[src/rtl/axi_lite_master.sv]
// Single-outstanding AXI-Lite master: one command in, one AXI transaction, one response out.
// Every AXI wait state is bounded by TIMEOUT cycles and then aborts with a SLVERR-style response.
module axi_lite_master #(
    parameter int TIMEOUT = 256
) (
    input  logic        clk,
    input  logic        rst,

    input  logic        cmd_valid,
    output logic        cmd_ready,
    input  logic        cmd_write,
    input  logic [31:0] cmd_addr,
    input  logic [31:0] cmd_wdata,
    input  logic [3:0]  cmd_wstrb,

    output logic        rsp_valid,
    input  logic        rsp_ready,
    output logic [31:0] rsp_rdata,
    output logic [1:0]  rsp_resp,
    output logic        rsp_timeout,

    output logic [31:0] awaddr,
    output logic        awvalid,
    input  logic        awready,
    output logic [31:0] wdata,
    output logic [3:0]  wstrb,
    output logic        wvalid,
    input  logic        wready,
    input  logic [1:0]  bresp,
    input  logic        bvalid,
    output logic        bready,

    output logic [31:0] araddr,
    output logic        arvalid,
    input  logic        arready,
    input  logic [31:0] rdata,
    input  logic [1:0]  rresp,
    input  logic        rvalid,
    output logic        rready
);

    typedef enum logic [2:0] {
        IDLE    = 3'd0,
        WR_REQ  = 3'd1,
        WR_RESP = 3'd2,
        RD_REQ  = 3'd3,
        RD_DATA = 3'd4,
        RESP    = 3'd5
    } state_t;

    state_t      state;
    logic [15:0] cnt;
    logic        aw_done;
    logic        w_done;

    logic        waiting;
    logic        expired;
    logic        hs_any;
    logic        abort;

    assign waiting = (state == WR_REQ) || (state == WR_RESP) ||
                     (state == RD_REQ) || (state == RD_DATA);
    assign expired = (cnt >= 16'(TIMEOUT - 1));
    assign hs_any  = (awvalid && awready) || (wvalid && wready) ||
                     (arvalid && arready) || (bvalid && bready) ||
                     (rvalid && rready);
    // A handshake landing on the expiry cycle wins, as does a write whose AW/W are both already done.
    assign abort   = waiting && expired && !hs_any &&
                     !((state == WR_REQ) && aw_done && w_done);

    always_ff @(posedge clk or posedge rst) begin
        if (rst) begin
            state       <= IDLE;
            cnt         <= '0;
            aw_done     <= 1'b0;
            w_done      <= 1'b0;
            cmd_ready   <= 1'b0;
            rsp_valid   <= 1'b0;
            rsp_rdata   <= '0;
            rsp_resp    <= '0;
            rsp_timeout <= 1'b0;
            awaddr      <= '0;
            awvalid     <= 1'b0;
            wdata       <= '0;
            wstrb       <= '0;
            wvalid      <= 1'b0;
            bready      <= 1'b0;
            araddr      <= '0;
            arvalid     <= 1'b0;
            rready      <= 1'b0;
        end else if (abort) begin
            awvalid     <= 1'b0;
            wvalid      <= 1'b0;
            bready      <= 1'b0;
            arvalid     <= 1'b0;
            rready      <= 1'b0;
            rsp_resp    <= 2'b10;
            rsp_rdata   <= 32'hDEAD_BEEF;
            rsp_timeout <= 1'b1;
            rsp_valid   <= 1'b1;
            state       <= RESP;
        end else begin
            case (state)
                IDLE: begin
                    cmd_ready <= 1'b1;
                    if (cmd_valid && cmd_ready) begin
                        cmd_ready <= 1'b0;
                        cnt       <= '0;
                        if (cmd_write) begin
                            awaddr  <= cmd_addr;
                            wdata   <= cmd_wdata;
                            wstrb   <= cmd_wstrb;
                            awvalid <= 1'b1;
                            wvalid  <= 1'b1;
                            aw_done <= 1'b0;
                            w_done  <= 1'b0;
                            state   <= WR_REQ;
                        end else begin
                            araddr  <= cmd_addr;
                            arvalid <= 1'b1;
                            state   <= RD_REQ;
                        end
                    end
                end
                WR_REQ: begin
                    cnt <= cnt + 16'd1;
                    if (awvalid && awready) begin
                        awvalid <= 1'b0;
                        aw_done <= 1'b1;
                    end
                    if (wvalid && wready) begin
                        wvalid <= 1'b0;
                        w_done <= 1'b1;
                    end
                    if (aw_done && w_done) begin
                        bready <= 1'b1;
                        cnt    <= '0;
                        state  <= WR_RESP;
                    end
                end
                WR_RESP: begin
                    cnt <= cnt + 16'd1;
                    if (bvalid && bready) begin
                        bready      <= 1'b0;
                        rsp_resp    <= bresp;
                        rsp_rdata   <= '0;
                        rsp_timeout <= 1'b0;
                        rsp_valid   <= 1'b1;
                        state       <= RESP;
                    end
                end
                RD_REQ: begin
                    cnt <= cnt + 16'd1;
                    if (arvalid && arready) begin
                        arvalid <= 1'b0;
                        rready  <= 1'b1;
                        cnt     <= '0;
                        state   <= RD_DATA;
                    end
                end
                RD_DATA: begin
                    cnt <= cnt + 16'd1;
                    if (rvalid && rready) begin
                        rready      <= 1'b0;
                        rsp_rdata   <= rdata;
                        rsp_resp    <= rresp;
                        rsp_timeout <= 1'b0;
                        rsp_valid   <= 1'b1;
                        state       <= RESP;
                    end
                end
                RESP: begin
                    if (rsp_ready) begin
                        rsp_valid <= 1'b0;
                        cmd_ready <= 1'b1;
                        state     <= IDLE;
                    end
                end
                default: state <= IDLE;
            endcase
        end
    end

endmodule

[config.mk]
export PLATFORM = sky130hd
export DESIGN_NAME = axi_lite_master
export DESIGN_NICKNAME = d
export VERILOG_FILES = /design/src/rtl/axi_lite_master.sv
export SDC_FILE = /design/constraint.sdc
export NUM_CORES = 1
export LEC_CHECK = 0
export ABC_CLOCK_PERIOD_IN_PS = 6800
export CAP_MARGIN = 40
export CORE_MARGIN = 3
export CORE_UTILIZATION = 45
export CTS_CLUSTER_DIAMETER = 30
export DETAILED_ROUTE_END_ITERATION = 8
export PLACE_DENSITY = 0.81
export SETUP_SLACK_MARGIN = 0.2
export SYNTH_ARGS = -nofsm -noshare
export SYNTH_HDL_FRONTEND = slang
export SYNTH_SLANG_ARGS = --single-unit
[constraint.sdc]
create_clock -name clk -period 6.8 [get_ports clk]
set_input_delay 1.36 -clock clk [delete_from_list [all_inputs] [get_ports clk]]
set_output_delay 1.36 -clock clk [all_outputs]
set_load 0.02 [all_outputs]
Word-level counts from Yosys, hierarchy flattened:

Index checks and enable logic that the tools add are counted.

* bits in registers: 163
* bits of input ports: 114
* output and inout bits: 142
* word-level logic and storage cells: 146

* add/subtract/negate cells: 1
* magnitude comparators: 1
* eq/ne operators: 20
* muxes and demuxes: 58
* bitwise gates (word level): 2
* reductions and logical operators: 46

Operator list (count)
* $mux W32: 3
* $pmux W16 S4: 1
* $pmux W32 S2: 1
* $mux W16: 3
* $mux W1: 27
* $reduce_and A4 Y1: 6
* $mux W3: 7
* $ne A3 B2 Y1 const B: 6
* $pmux W1 S2: 9
* $pmux W3 S6: 1
* $add A16 B1 Y16 const B: 1
* $ge A16 B8 Y1 const B: 1
* $reduce_and A3 Y1: 5
* $reduce_bool A3 Y1: 5
* $logic_and A1 B1 Y1: 12
* $ne A3 B3 Y1 const B: 4
* $reduce_and A5 Y1: 2
* $mux W2: 4
* $reduce_bool A4 Y1: 2
* $logic_or A1 B1 Y1: 7
* $eq A3 B2 Y1 const B: 2
* $eq A3 B3 Y1 const B: 2
* $ne A2 B2 Y1 const B: 3
* $reduce_and A6 Y1: 1
* other kinds (9): 13

Longest topological paths before layout:

* depth after elaboration: 10
* gate-level depth with buffers: 9
* depth with buffers taken out: 7

Worst setup path before layout:

No wires, ideal clock.

* path type: input -> register
* start: input cmd_valid
* end: register araddr[0]
* arrival time: 2.831 ns
* setup slack: 3.844 ns
* cell stages on the path: 6
* buffers on the path: 2
* cell sequence: nand2_1 -> nor4_1 -> and2_1 -> clkbuf_1 -> clkbuf_1 -> mux2_2

* word-level cells in the longest chain between the ends: 2

Ends and longest elaborated chain
* start, declared: RTL line 9 `input logic cmd_valid,`
* $logic_and A1 B1 Y1: RTL line 106 `if (cmd_valid && cmd_ready) begin`
* $reduce_and A4 Y1 (no line)
* end signal, assigned: RTL line 119 `araddr <= cmd_addr;`
* end, declared: RTL line 33 `output logic [31:0] araddr,`

Every way passes these cells.
A chain may end at the register's enable or synchronous reset.

Final worst setup path:

* start: input awready
* end: register cnt[2]

* word-level cells in the longest chain between the ends: 10

Ends and longest elaborated chain
* start, declared: RTL line 24 `input logic awready,`
* $logic_and A1 B1 Y1: RTL line 64 `assign hs_any = (awvalid && awready) || (wvalid && wready) ||`
* $logic_or A1 B1 Y1 (2 in series): RTL line 64
* $logic_or A1 B1 Y1 (2 in series): RTL line 65 `(arvalid && arready) || (bvalid && bready) ||`
* $logic_not A1 Y1: RTL line 68 `assign abort = waiting && expired && !hs_any &&`
* $logic_and A1 B1 Y1 (2 in series): RTL line 68
* $not A1 Y1 (no line)
* $reduce_and A3 Y1 (no line)
* end signal, assigned: RTL line 126 `cnt <= cnt + 16'd1;`
* end signal, assigned: RTL line 142 `cnt <= cnt + 16'd1;`
* end signal, assigned: RTL line 153 `cnt <= cnt + 16'd1;`
* end, declared: RTL line 52 `logic [15:0] cnt;`

Every way passes these cells.

==> flow_summary.yaml <==
global_routing:
  grt-ovfl-total: 0
  grt_pass1_wl_mm: 31.0
  antenna_found_initial: 0
  grt_max_degree: 88
  track_usage: 0.233
  grt_pass1_vias: 6093
routing:
  routedWlPerCell_um: 17.0
  vias: 5932
  drc_errors: 0
  vias_per_cell: 5.13
  ant_nets: 0
  drt_iter0_markers: 332
  dr.pass1.iters: 4
  drt-total-wl_mm: 19.6
timing:
  skew_ns: 0.0104
  rsz0062_at_grt: "no"
  setup_violations: 0
  fmax_mhz: 289
  finalHoldViolCount: 0
  fin_setup_tns_ns: 0
  slew_headroom: 0.375
  finalCritPeriodShare: 0.509
  finalCriticalPeriod_ns: 3.46
  fin_worst_hold_slack_ns: 0.471
  slew_violations: 0
  tightest_slew_ns: 0.931
floorplanning:
  num_rows: 44
  core-area_um2: 14900
  boundaryPins: 256
  die-area_um2: 17100
  die_h_um: 131
  start_util: 0.472
  fp.dieW_um: 131
clock_network:
  hold_buffers: 0
  cts_tree: "done"
  htreeDepth: 4
  cts-resized-gates: 0
  cts_buffers: 17
  path_clk_slew_ns: 0.06
  cts_buffer_depth: 2
  clock-sinks: 163
  post_cts_buffers: 0
  worstSkewPairLatency_ns: 0.42
  ctsRootBufferMaster: "clkbuf_16"
pwr:
  vdd_drop_max_uv: 310
  power-per-cell-area_nw_per_um2: 467
  power.leakage_nw: 4.84
synthesis:
  async_flop_share: 1.00
  ys_ff_latch: 163
  synth_cells: 715
  yosysWarningCount: 0
  syn_avg_cell_area_um2: 9.81
  netlist_area_um2: 7010
  yosysUniqueCellTypes: 46
  ys.flop_type: "dfrtp_1"
  synth.net_count: 830
  yosysSeqAreaShare: 0.582
  synth_edf_count: 0
critical_path:
  start_kind: "input port"
  path_class: "input port to flop"
  end_kind: "flop"
  regToRegSetupSlack_ns: 3.87
  arrival_ns: 3.76
  worst_ep_required_time_ns: 7.10
  cp_max_fo: 11
status:
  status: "finished clean"
placement:
  portBuffers: 255
  gp_congestion: 0.857
  place_hpwl_mm: 13.8
finish:
  final_layout_size_suffix_gt1_frac: 0.0987
  diodes: 0
  nets: 1076
  synthToLayoutAreaGrowth_pct: 48.4
min_path:
  hp-class: "flop to flop"
job:
  maxCapViolations: 0
[cells by family after synthesis]
family / after synthesis / share of synthesized area
compound gates: 95 / 0.0864
flops: 163 / 0.582
mux: 66 / 0.100
buf+inv: 74 / 0.0432
simple gates: 316 / 0.187
fa+ha+maj: 1 / 0.00178
[cells in the mapped netlist, types with 2 or more instances]
cell type	n	area (µm²)
nor2b_1	4	25.0
a21oi_1	33	165
or3_1	5	31.3
o31ai_1	9	67.6
buf_2	5	25.0
nor2_1	21	78.8
nor4_1	2	12.5
dfrtp_1	163	4080
nor2_4	2	22.5
a31oi_1	9	56.3
a21o_2	7	61.3
mux2_2	34	383
o21ai_0	16	80.1
a211oi_1	2	15.0
or4_4	2	22.5
o22a_1	2	17.5
nand4_1	4	25.0
nand3_1	15	75.1
a22oi_1	3	22.5
clkbuf_1	29	109
nor3_1	2	10.0
buf_6	2	22.5
and3_1	3	18.8
inv_1	37	139
o22ai_1	3	18.8
and2_1	2	12.5
mux2i_1	32	320
nand2_1	249	935
[placed cells by master, fill, tap and decap left out, types with 2 or more instances in the layout]
| master | instances |
|---|---|
| bufinv_16 | 5 |
| o22a_1 | 2 |
| and2_2 | 2 |
| nor3_1 | 2 |
| nor2b_1 | 4 |
| nand3_1 | 15 |
| clkbuf_16 | 17 |
| or4_4 | 2 |
| nand2_1 | 248 |
| o22ai_1 | 3 |
| nor4_1 | 2 |
| and3_1 | 3 |
| clkdlybuf4s50_1 | 255 |
| inv_6 | 3 |
| o21ai_0 | 16 |
| nor2_1 | 20 |
| clkinv_2 | 2 |
| o31ai_1 | 9 |
| a21o_2 | 7 |
| a211oi_1 | 2 |
| clkinv_4 | 2 |
| inv_1 | 36 |
| a21oi_1 | 33 |
| dfrtp_1 | 163 |
| mux2_2 | 34 |
| nor2_4 | 2 |
| a31oi_1 | 9 |
| mux2i_1 | 32 |
| nand4_1 | 4 |
| buf_4 | 6 |
| or3_1 | 5 |
| a22oi_1 | 3 |
[power breakdown]
group | switching, mW | total (mW) | internal (mW)
clock | 0.386 | 1.05 | 0.662
combinational | 1.18 | 2.19 | 1.01
sequential | 0.264 | 1.62 | 1.36
total | 1.83 | 4.86 | 3.03
[per-stage QoR]
| stage | total power, mW | util | instances | setup slack, ns | instance area [µm²] |
|---|---|---|---|---|---|
| final | 4.86 | 0.700 | 1157 | 3.34 | 10400 |
| after global routing | 5.14 | 0.700 | 1157 | 3.16 | 10400 |
| after CTS | 4.91 | 0.700 | 1157 | 3.38 | 10400 |
| after detailed placement | 3.83 | 0.657 | 1126 | 2.96 | 9760 |
| after global placement | 3.77 | 0.652 | 1122 | 2.69 | 9690 |
| after floorplan | 2.77 | - | 715 | 1.04 | 7010 |
[worst paths after layout]
check                              start        end  cells past startpoint
worst min register to register  wstrb[0]   wstrb[0]                      2
worst min-delay path            wstrb[0]   wstrb[0]                      2
worst max-delay path             awready     cnt[2]                      7
worst max register to register  state[1]    cnt[14]                      6
max in group asynchronous            rst  wdata[13]                      4
min in group asynchronous            rst  wdata[25]                      2
[registers in the layout, indices dropped and copies added, names as in the netlist, 2 cells and up]
| register | cells |
|---|---|
| rsp_resp | 2 |
| rsp_rdata | 32 |
| state | 3 |
| cnt | 16 |
| wstrb | 4 |
| awaddr | 32 |
| wdata | 32 |
| araddr | 32 |
[area by class of cell]
cell class	count	area, µm²
Timing Repair Buffer	264	2660
Multi-Input combinational cell	478	2650
Clock buffer	19	443
Sequential cell	163	4080
Inverter	37	144
Fill cell	1131	4460
Clock inverter	12	203
Tap cell	184	230
[worst max-delay path, stage by stage]
cell and delay [ns]:
clkdlybuf4s50_1 0.45, a22oi_1 0.22, nand4_1 0.25, a21o_2 0.31, o21ai_1 0.75, nor3b_1 0.13, a221o_1 0.30
[per-layer routing]
layer  track usage  share of wire  vias to the layer above
met3         0.109          0.093                       25
met1         0.270           0.40                     2885
met4        0.0750          0.019                        0
met2         0.384           0.49                      182
li1              -              -                     2840
met5             0              0                        -
Note: power is estimated with default switching activity, not from simulation.
